**config.mk**
```make
export PLATFORM = sky130hd
export DESIGN_NAME = bf_run_controller
export DESIGN_NICKNAME = d
export VERILOG_FILES = /design/src/rtl/bf_run_controller.sv
export SDC_FILE = /design/constraint.sdc
export NUM_CORES = 1
export LEC_CHECK = 0
export CAP_MARGIN = 20
export CORE_MARGIN = 5
export CORE_UTILIZATION = 40
export DETAILED_ROUTE_END_ITERATION = 6
export PLACE_DENSITY = 0.86
export SLEW_MARGIN = 20
export SYNTH_ARGS = -nofsm -noshare
export SYNTH_HDL_FRONTEND = slang
export SYNTH_SLANG_ARGS = --single-unit
```
**constraint.sdc**
```tcl
create_clock -name clk -period 6.5 [get_ports clk]
set_input_delay 0.975 -clock clk [delete_from_list [all_inputs] [get_ports clk]]
set_output_delay 0.975 -clock clk [all_outputs]
set_load 0.01 [all_outputs]
```
**src/rtl/bf_run_controller.sv**
```systemverilog
// Program lifecycle sequencer for a brainfuck core: load code, clear array RAM, run, done.
// Optional RUN-cycle counter enabled by defining BF_CYCLE_COUNT_EN.
module bf_run_controller #(
    parameter int addrSize_array = 9,
    parameter int addrSize_code  = 9
) (
    input  logic                      clk,
    input  logic                      reset,
    input  logic                      start,
    input  logic                      rx_valid,
    input  logic [7:0]                rx_data,
    output logic                      code_we,
    output logic [addrSize_code-1:0]  code_addr,
    output logic [7:0]                code_wdata,
    input  logic [addrSize_code-1:0]  core_addr_code,
    output logic                      array_we,
    output logic [addrSize_array-1:0] array_addr,
    output logic [7:0]                array_wdata,
    input  logic [addrSize_array-1:0] core_addr_array,
    input  logic [7:0]                core_dataOut_array,
    input  logic                      core_writeRq_array,
    output logic                      core_reset_n,
    input  logic                      core_done,
    output logic                      busy,
    output logic                      finished,
    output logic                      overflow,
    output logic [31:0]               run_cycles
);

    typedef enum logic [2:0] {
        ST_IDLE  = 3'd0,
        ST_LOAD  = 3'd1,
        ST_CLEAR = 3'd2,
        ST_RUN   = 3'd3,
        ST_DONE  = 3'd4
    } state_t;

    localparam logic [addrSize_code-1:0]  CODE_LAST  = {addrSize_code{1'b1}};
    localparam logic [addrSize_code-1:0]  CODE_ONE   = {{(addrSize_code-1){1'b0}}, 1'b1};
    localparam logic [addrSize_array-1:0] ARRAY_LAST = {addrSize_array{1'b1}};
    localparam logic [addrSize_array-1:0] ARRAY_ONE  = {{(addrSize_array-1){1'b0}}, 1'b1};

    state_t                      state_r;
    state_t                      state_nxt_s;
    logic [addrSize_code-1:0]    load_ptr_r;
    logic [addrSize_array-1:0]   clear_ptr_r;
    logic                        overflow_r;
    logic                        load_entry_s;
    logic                        code_full_s;

    assign load_entry_s = start && ((state_r == ST_IDLE) || (state_r == ST_DONE));
    assign code_full_s  = (load_ptr_r == CODE_LAST);
    assign overflow     = overflow_r;

    // State register
    always_ff @(posedge clk or negedge reset) begin
        if (!reset) begin
            state_r <= ST_IDLE;
        end else begin
            state_r <= state_nxt_s;
        end
    end

    // Load pointer, clear pointer and truncation flag
    always_ff @(posedge clk or negedge reset) begin
        if (!reset) begin
            load_ptr_r  <= {addrSize_code{1'b0}};
            clear_ptr_r <= {addrSize_array{1'b0}};
            overflow_r  <= 1'b0;
        end else begin
            case (state_r)
                ST_IDLE, ST_DONE: begin
                    if (start) begin
                        load_ptr_r <= {addrSize_code{1'b0}};
                        overflow_r <= 1'b0;
                    end
                end
                ST_LOAD: begin
                    if (rx_valid) begin
                        clear_ptr_r <= {addrSize_array{1'b0}};
                        // Pointer stops at the last address; a byte arriving there ends the load.
                        if (code_full_s) begin
                            overflow_r <= (rx_data != 8'h00);
                        end else begin
                            load_ptr_r <= load_ptr_r + CODE_ONE;
                        end
                    end
                end
                ST_CLEAR: begin
                    clear_ptr_r <= clear_ptr_r + ARRAY_ONE;
                end
                default: begin
                end
            endcase
        end
    end

`ifdef BF_CYCLE_COUNT_EN
    logic [31:0] run_cnt_r;

    // Saturating RUN-cycle counter, cleared on each new load
    always_ff @(posedge clk or negedge reset) begin
        if (!reset) begin
            run_cnt_r <= 32'd0;
        end else if (load_entry_s) begin
            run_cnt_r <= 32'd0;
        end else if ((state_r == ST_RUN) && (run_cnt_r != 32'hFFFF_FFFF)) begin
            run_cnt_r <= run_cnt_r + 32'd1;
        end
    end

    assign run_cycles = run_cnt_r;
`else
    assign run_cycles = 32'd0;
`endif

    // Next-state logic and RAM port muxing
    always_comb begin
        state_nxt_s  = state_r;
        code_we      = 1'b0;
        code_addr    = load_ptr_r;
        code_wdata   = 8'h00;
        array_we     = 1'b0;
        array_addr   = {addrSize_array{1'b0}};
        array_wdata  = 8'h00;
        core_reset_n = 1'b0;
        busy         = 1'b0;
        finished     = 1'b0;
        case (state_r)
            ST_IDLE: begin
                if (start) begin
                    state_nxt_s = ST_LOAD;
                end else begin
                    state_nxt_s = ST_IDLE;
                end
            end
            ST_LOAD: begin
                busy       = 1'b1;
                code_we    = rx_valid;
                code_addr  = load_ptr_r;
                code_wdata = code_full_s ? 8'h00 : rx_data;
                if (rx_valid && (code_full_s || (rx_data == 8'h00))) begin
                    state_nxt_s = ST_CLEAR;
                end else begin
                    state_nxt_s = ST_LOAD;
                end
            end
            ST_CLEAR: begin
                busy        = 1'b1;
                array_we    = 1'b1;
                array_addr  = clear_ptr_r;
                array_wdata = 8'h00;
                if (clear_ptr_r == ARRAY_LAST) begin
                    state_nxt_s = ST_RUN;
                end else begin
                    state_nxt_s = ST_CLEAR;
                end
            end
            ST_RUN: begin
                busy         = 1'b1;
                core_reset_n = 1'b1;
                code_addr    = core_addr_code;
                array_we     = core_writeRq_array;
                array_addr   = core_addr_array;
                array_wdata  = core_dataOut_array;
                if (core_done) begin
                    state_nxt_s = ST_DONE;
                end else begin
                    state_nxt_s = ST_RUN;
                end
            end
            ST_DONE: begin
                finished     = 1'b1;
                core_reset_n = 1'b1;
                code_addr    = core_addr_code;
                array_we     = core_writeRq_array;
                array_addr   = core_addr_array;
                array_wdata  = core_dataOut_array;
                if (start) begin
                    state_nxt_s = ST_LOAD;
                end else begin
                    state_nxt_s = ST_DONE;
                end
            end
            default: begin
                state_nxt_s = ST_IDLE;
            end
        endcase
    end

endmodule

```
==> results.tsv <==
stage	metric	value	unit
status	status	complete, no violations	
sta	hold_ws	0.510	ns
power_and_ir_drop	p_switching	141	uW
sta	worst_pin_slew	1.01	ns
grt	grt_pass1_vias	1582	
routing	drcViolationCount	0	
power_and_ir_drop	power_frac_seq	42.0	%
setup_path	slowest_delay	0.82	ns
worst_hold_path	hold_class	reg -> reg	
setup_path	crit_type	reg -> out	
cts	ctsResizeCount	0	
cells_and_area	area_growth	40.6	%
power_and_ir_drop	p_comb_share	36.2	%
synthesis	synth-edff-count	0	
power_and_ir_drop	power.density	175	mW/mm2
cts	htreeDepth	1	
grt	grt_util_all_layers	14.9	%
synthesis	yosys.area.top_type_share	30.1	%
setup_path	r2r-end	load_ptr_r[6]	
cells_and_area	final_core_util	58.6	%
routing	wl_per_cell	13.9	um
synthesis	netlist_instances	212	
sta	finalSetupViolations	0	
cells_and_area	antennaDiodeCount	0	
sta	final-hold-violation-count	0	
setup_path	r2r_start	load_ptr_r[0]	
grt	grt_pass1_wl	7.50	mm
routing	ant_nets	0	
synthesis	synth_area	0.00183	mm2
setup_path	reg2reg_slack	4.20	ns
grt	antenna_found_initial	0	
place	gp_congestion	0.788	
setup_path	end_kind	output port	
routing	totalWireLength	4.72	mm
cts	cts_num_sinks	22	
synthesis	synthesis.area_per_instance	8.62	um2
cells_and_area	nets	332	
die	die_y	77.6	um
grt	gr-total-overflow	0	
routing	viasPerCell	5.06	
sta	rsz0062_at_grt	false	
place	dp_cells	335	
synthesis	synth_area_leaders	dfrtp_1, buf_4, and2_1	
setup_path	r2r_cells	8	
setup_path	start_kind	flip-flop	
routing	first_pass_iters	4	
cts	hold_buffers	0	
routing	num_vias	1715	
setup_path	required	5.52	ns
die	core_region_area	0.00438	mm2
power_and_ir_drop	clkPwrFrac	21.8	%
flow_run	maxCapViolCount	0	
cells_and_area	final-instance-count-excl-fill	339	
grt	grt_max_degree	30	
sta	skew	0.00145	ns
synthesis	yosysWarnings	0	
die	die-area	0.00602	mm2
setup_path	arrival	2.84	ns
power_and_ir_drop	sw_frac_of_total	31.4	%
cts	post-cts-setup-buffers	0	
sta	fin_tns_setup	0	ns
sta	slew_viol_final	0	
die	rows	24	
cts	clk_latency	0.26	ns
sta	max_freq	262	MHz
cts	clock_path_buffers	2	
cts	numCtsBuffers	3	
synthesis	synth_flop_cell	dfrtp_1	
synthesis	ys_seq_area_share	30.1	%
setup_path	cp_num_buf_inv	1	
setup_path	crit_chain	and2b_1 -> a22o_1 -> mux2_2 -> clkdlybuf4s50_1	
cts	clock-root-buffer	clkbuf_8	
setup_path	crit_start	state_r[1]	
place	port_buffers	79	
synthesis	async_reset_ff_share	100	%
setup_path	cp_num_cells	4	
sta	relSlewSlack	32.3	%
cells_and_area	layout-drive-gt1-share	6.62	%
die	io_pins	112	
power_and_ir_drop	total_leakage_power	0.00111	uW
power_and_ir_drop	p_total	448	uW
die	start_util	41.7	%
synthesis	yosys.cell_types.count	40	
place	dp_hpwl	3.80	mm
setup_path	endpoint	code_addr[1]	
power_and_ir_drop	internal-power	307	uW
sta	fin_crit_sh	58.7	%
routing	first_iter_violations	88	
setup_path	worst_path_max_delay_cell	a22o_1	
setup_path	cp_top_family	compound AO/OA/AOI/OAI gates	
cts	cts_tree	built	
sta	fin_crit	3.82	ns
setup_path	cp_max_fo	29	
cts	cts.reportedPaths.clkPinSlew	0.08	ns
synthesis	yosys.area.top_type	dfrtp_1	
synthesis	postSynthRegisterBits	22	
power_and_ir_drop	peakVddDrop	0.0958	mV
die	die_x	77.6	um
==> tightest hold or removal path, cell delays in order, from the launching register on <==
cell     delay (ns)
dfrtp_1        0.37
nand2_1        0.05
o31ai_1        0.06
==> worst min-delay path by stage <==
stage | startpoint | to | slack (ns) | cells past startpoint
2_1_floorplan | clear_ptr_r[7] | clear_ptr_r[7] | 0.47 | 1
3_3_place_gp | overflow | overflow | 0.47 | 2
3_5_place_dp | overflow | overflow | 0.50 | 2
4_1_cts | overflow | overflow | 0.52 | 2
5_1_grt | overflow | overflow | 0.56 | 2
6_report | overflow | overflow | 0.51 | 2
==> cell usage in the layout, fill, tap and decap left out, types with 2 or more instances in the layout <==
cell type / netlist / layout
a211oi_1: 2 / 2
a21o_1: 2 / 2
a21oi_1: 3 / 3
a22o_1: 10 / 10
and2_1: 18 / 18
clkbuf_8: 0 / 4
clkdlybuf4s50_1: 0 / 78
conb_1: 1 / 32
dfrtp_1: 22 / 22
ha_1: 4 / 4
inv_1: 4 / 4
mux2_2: 8 / 8
mux2i_1: 4 / 4
nand2_1: 30 / 30
nand2b_1: 2 / 2
nand3_1: 5 / 5
nand4_1: 3 / 3
nand4b_1: 2 / 2
nor2_1: 15 / 15
nor3_1: 2 / 2
nor3b_2: 2 / 2
o21ai_0: 8 / 8
o31ai_1: 4 / 4
or4_1: 3 / 3
xnor2_1: 6 / 6
==> flip-flops by register name, summed over array words and instances (netlist names) <==
name         flops
clear_ptr_r      9
overflow         1
load_ptr_r       9
state_r          3
==> power by group through the flow <==
stage | Combinational (uW) | Clock (uW) | Sequential [uW]
final | 162 | 97.7 | 188
after global routing | 179 | 105 | 193
after CTS | 164 | 98.3 | 188
after detailed placement | 164 | 0 | 189
after global placement | 158 | 0 | 187
after floorplan | 93.4 | 0 | 183
==> metal layers <==
metal	vias to the layer above	global-route usage (%)	wire, um
met1	794	18.3	1850
met4	0	4.81	40
met3	4	4.28	511
li1	822	-	-
met2	95	24.9	2310
met5	-	0	0
==> area by class of cell <==
cell class,instances,area [um2]
fillers,389,1820
multi-input cells,177,1090
repair buffers,79,786
flip-flops and latches,22,551
well taps,52,65.1
clock buffers,4,55.1
inverters,5,18.8
==> per-stage QoR <==
stage                     instance area, um2  setup WS, ns
after CTS                               2570          2.69
after global routing                    2570          2.48
final                                   2570          2.68
after global placement                  2520          3.07
after detailed placement                2520          2.99
after floorplan                         1940          4.10
==> kinds of logic after synthesis <==
logic type / synth area share, %
xor+xnor: 2.88
mux: 7.12
buf+inv: 16.4
flops: 30.1
fa+ha+maj: 2.74
other cells: 0.205
compound gates: 14.9
simple gates: 25.6
==> Yosys cell counts (all sizes together), types with 2 or more instances <==
cell type  number
xnor2           6
dfrtp          22
mux2            8
buf            38
ha              4
a211oi          2
nand2          30
a22o           10
nand4           3
and2           18
nor3b           2
a21oi           3
o31ai           4
mux2i           4
o21ai           8
nand4b          2
or4             3
nand2b          2
inv             5
nand3           5
a21o            3
nor2           15
nor3            2
(Power assumes the default switching activity.)
